`src/rtl/i2c_status_irq_ctrl.sv`:
```
// Turns the 13-bit I2C status vector into a registered status view, sticky
// rising-edge event flags, an enable mask, and one rate-limited interrupt line.
module i2c_status_irq_ctrl #(
    parameter int          HOLDOFF_CYCLES = 16,
    parameter int          CNT_W          = 5,
    parameter logic [12:0] RESET_STATUS   = 13'h0480
) (
    input  logic        clk,
    input  logic        rst,
    input  logic [12:0] next_status,
    input  logic        ie_we,
    input  logic [12:0] ie_wdata,
    input  logic        clr_we,
    input  logic [12:0] clr_wdata,
    output logic [12:0] status_out,
    output logic [12:0] event_out,
    output logic [12:0] ie_out,
    output logic        irq
);

    typedef enum logic [1:0] {
        IDLE    = 2'd0,
        ASSERT  = 2'd1,
        HOLDOFF = 2'd2
    } state_t;

    state_t             state_r;
    logic [CNT_W-1:0]   cnt_r;
    logic [12:0]        rise_s;
    logic [12:0]        clr_mask_s;
    logic               pend_s;

    // Edge detect, clear mask and pending summary, all from registered state
    always_comb begin
        rise_s     = next_status & ~status_out;
        pend_s     = |(event_out & ie_out);
        if (clr_we) begin
            clr_mask_s = clr_wdata;
        end else begin
            clr_mask_s = 13'h0000;
        end
    end

    // Status sampling, sticky events (set beats clear) and enable register
    always_ff @(posedge clk or posedge rst) begin
        if (rst) begin
            status_out <= RESET_STATUS;
            event_out  <= 13'h0000;
            ie_out     <= 13'h0000;
        end else begin
            status_out <= next_status;
            event_out  <= (event_out & ~clr_mask_s) | rise_s;
            if (ie_we) begin
                ie_out <= ie_wdata;
            end else begin
                ie_out <= ie_out;
            end
        end
    end

    // Interrupt FSM: irq is high only in ASSERT, with a minimum quiet gap afterwards
    always_ff @(posedge clk or posedge rst) begin
        if (rst) begin
            state_r <= IDLE;
            cnt_r   <= {CNT_W{1'b0}};
            irq     <= 1'b0;
        end else begin
            case (state_r)
                IDLE: begin
                    if (pend_s) begin
                        state_r <= ASSERT;
                        irq     <= 1'b1;
                    end else begin
                        state_r <= IDLE;
                        irq     <= 1'b0;
                    end
                end
                ASSERT: begin
                    if (pend_s) begin
                        state_r <= ASSERT;
                        irq     <= 1'b1;
                    end else if (HOLDOFF_CYCLES == 0) begin
                        state_r <= IDLE;
                        irq     <= 1'b0;
                    end else begin
                        state_r <= HOLDOFF;
                        cnt_r   <= CNT_W'(HOLDOFF_CYCLES - 1);
                        irq     <= 1'b0;
                    end
                end
                HOLDOFF: begin
                    if (cnt_r != {CNT_W{1'b0}}) begin
                        state_r <= HOLDOFF;
                        cnt_r   <= cnt_r - CNT_W'(1);
                        irq     <= 1'b0;
                    end else if (pend_s) begin
                        state_r <= ASSERT;
                        irq     <= 1'b1;
                    end else begin
                        state_r <= IDLE;
                        irq     <= 1'b0;
                    end
                end
                default: begin
                    state_r <= IDLE;
                    cnt_r   <= {CNT_W{1'b0}};
                    irq     <= 1'b0;
                end
            endcase
        end
    end

endmodule

```
`config.mk`:
```
export PLATFORM = sky130hd
export DESIGN_NAME = i2c_status_irq_ctrl
export DESIGN_NICKNAME = d
export VERILOG_FILES = /design/src/rtl/i2c_status_irq_ctrl.sv
export SDC_FILE = /design/constraint.sdc
export NUM_CORES = 1
export LEC_CHECK = 0
export ABC_CLOCK_PERIOD_IN_PS = 2000
export BUFFER_PORTS_ARGS = -buffer_cell sky130_fd_sc_hd__clkbuf_2
export CORE_UTILIZATION = 46
export DETAILED_ROUTE_END_ITERATION = 7
export PLACE_DENSITY = 0.88
export SYNTH_ARGS = -nofsm -noshare
export SYNTH_HDL_FRONTEND = slang
export SYNTH_SLANG_ARGS = --single-unit
```
`constraint.sdc`:
```
create_clock -name clk -period 2 [get_ports clk]
set_input_delay 0 -clock clk [delete_from_list [all_inputs] [get_ports clk]]
set_output_delay 0 -clock clk [all_outputs]
set_load 0.01 [all_outputs]
```
==> run metrics <==
Setup CP Type flip-flop to flip-flop; Mapped Area 1900 um2; final cell count without fillers 339; number of H-tree levels 2; largest net degree at the start of global routing 48; first-pass detailed-route iteration total 4; Area growth, synth to finish 50.6%; via count 1699; status completed; yosys synthesis warning count 0; full die area 4380 um2; CTS tree done; Least-Margin Pin Slew 938 ps; Fmax 577 MHz; sequential share of the synthesized area 62.1%; clock root cell clkbuf_8; crit path cell chain a222oi_1 > nand3_1 > o21ai_2 > nand2_2 > a211o_1; # rows 22; slew margin rel. 37.3%; CP max stage cell dfrtp_1; Total Negative Setup Slacks 0 ps; total grt overflow 0; RSZ-0062 raised after global routing false; met1 wire length 2030 um; post-CTS setup buffer count 0; Tmin final 1730 ps; critical path peak fanout 4; max layer used met4; Crit. End Element flip-flop; DRC violations left 0; metal3 WL 408 um; Die Ht 66.2 um; worst min path class primary input to flip-flop; Tcrit/Tclk final 86.7%; initial core utilization 49.9%; Inserted Diodes 0; final clock skew 7.02 ps; Fin Hold WS 17.6 ps; detailed placement HPWL 3190 um; hold path start clr_wdata[12]; Synth cell types 24; Final Hold Viols 0; initial antenna violation count 0; Worst-path clk slew 80 ps; Peak VDD IR 0.000647 V; post-layout util 75.2%; Via density 5.01; Synth Area per Inst 11.5 um2; GRT Overall Usage 26.5%; GP Congestion 0.936; Max Cap Viol 0; Required @ worst endpoint 2180 ps; Synthesized Nets 213; latest clock arrival within the worst-skew pair 290 ps; Worst Hold Depth 4; io pins 83; crit path launch type flip-flop; Nets 339; leakage power 0.00147 uW; Final ANT Viol Nets 0; Cells after DPL 293; Post-Syn Instances 165; core area 3800 um2; Max clock buf depth 2; worst reg-to-reg path cell count 5; initial DRC count 68; fraction of layout cells with a size suffix above 1 37.5%; reg2reg start event_out[4]$_DFF_PP0_; vias in the first global route 1827; I/O Buffers 82; metal2 WL 2610 um; crit path launch event_out[4]$_DFF_PP0_; drt total wl 5150 um; first-pass GRT wire length 8350 um; total CTS buffers 5; Critical Path AT 1910 ps; fillcell total 237; max incr delay on CP 410 ps; PD cells 854 nW/um2; Yosys reg bits 47; endpoints failing setup 0; Die Wd 66.2 um; Slew Viols, Final 0; Routed wire per std cell 15.2 um; Clock Sinks 47
-- worst paths after layout --
path	end	slack (ps)
setup reg to reg	cnt_r[2]$_DFFE_PP0P_	270
min in group asynchronous	ie_out[3]$_DFFE_PP0P_	470
max in group asynchronous	cnt_r[4]$_DFFE_PP0P_	950
hold / removal	event_out[12]$_DFF_PP0_	20
hold reg to reg	event_out[5]$_DFF_PP0_	450
setup / recovery	cnt_r[2]$_DFFE_PP0P_	270
-- sequential cells by signal, indices dropped and copies added (netlist names) --
register,cells
cnt_r,5
event_out,13
ie_out,13
irq,1
state_r,2
status_out,13
-- area by class of cell --
cell class	count	area [um2]	share of cell area (%)
well taps	48	60.1	2.10
clock inverters	2	37.5	1.31
inverters	21	78.8	2.76
repair buffers	121	801	28.0
clock buffers	5	68.8	2.41
flip-flops and latches	47	1180	41.3
multi-input cells	95	632	22.1
-- routing by layer --
metal	GRT usage (%)	vias up
met2	47.1	79
met4	9.04	0
met3	8.45	10
met5	0	-
li1	-	803
met1	29.8	807
-- per-stage QoR --
stage                     total power (uW)  area [um2]  worst slack (ps)
after floorplan                       1520        1900               437
final                                 2440        2860               267
after global placement                1710        2360               358
after CTS                             2440        2860               284
after global routing                  2590        2860               160
after detailed placement              1720        2360               305
-- logic make-up (layout without fill, tap and decap cells) --
kind of cell / after synthesis / count (layout) / synth area share [%]
flip-flops: 47 / 47 / 62.1
AND/OR/NAND/NOR: 42 / 42 / 9.23
AO/OA/AOI/OAI: 33 / 33 / 12.1
buffers and inverters: 23 / 149 / 4.55
multiplexers: 13 / 13 / 7.72
adder cells (fa/ha/maj): 5 / 5 / 3.30
XOR/XNOR: 2 / 2 / 0.924
-- placed cells by master (no fill, tap or decap), types with 2 or more instances in the layout --
cell type and instances:
inv_1 20, ha_1 5, xnor2_1 2, dlygate4sd3_1 39, clkbuf_2 82, a31oi_1 2, clkbuf_8 5, nand3_1 2
nor2_1 3, dfrtp_1 45, a21oi_1 3, nand2_1 32, a211o_1 2, nor3_1 3, o21ai_0 14, a211oi_1 2
dfstp_2 2, a22oi_1 6, mux2_2 13
-- worst max-delay path, delay by kind of cell, from the launching register on --
| family | cells | cell delay (ps) |
|---|---|---|
| AOI/OAI and AO/OA | 3 | 900 |
| DFF | 1 | 410 |
| and+or+nand+nor | 2 | 300 |
-- Yosys cell counts --
| master | instances | share of area, % |
|---|---|---|
| nor3_1 | 3 | 0.79 |
| a222oi_1 | 1 | 0.53 |
| dfrtp_1 | 45 | 59 |
| nand3_1 | 2 | 0.53 |
| nand2_2 | 1 | 0.33 |
| a41oi_4 | 1 | 1.5 |
| o21ai_0 | 14 | 3.7 |
| nand2_1 | 32 | 6.3 |
| xnor2_1 | 2 | 0.92 |
| ha_1 | 5 | 3.3 |
| clkbuf_1 | 1 | 0.20 |
| a21oi_1 | 3 | 0.79 |
| nor2_1 | 3 | 0.59 |
| a22oi_1 | 6 | 2.4 |
| mux2_2 | 13 | 7.7 |
| inv_1 | 21 | 4.2 |
| a211o_1 | 2 | 0.92 |
| o2bb2ai_1 | 1 | 0.46 |
| dfstp_2 | 2 | 2.8 |
| buf_1 | 1 | 0.20 |
| o21ai_2 | 1 | 0.46 |
| nor3b_2 | 1 | 0.66 |
| a31oi_1 | 2 | 0.66 |
| a211oi_1 | 2 | 0.79 |
-- report_power, final --
group | internal [uW] | switching, uW
Clock | 365 | 297
Combinational | 295 | 331
Sequential | 1060 | 91.0
Total | 1720 | 719
-- repair_timing --
action                                 CTS  global route
endpoints found under the hold margin   84             0
gates resized for setup                  0             0
hold buffers                            39             0
(Power assumes the default switching activity.)
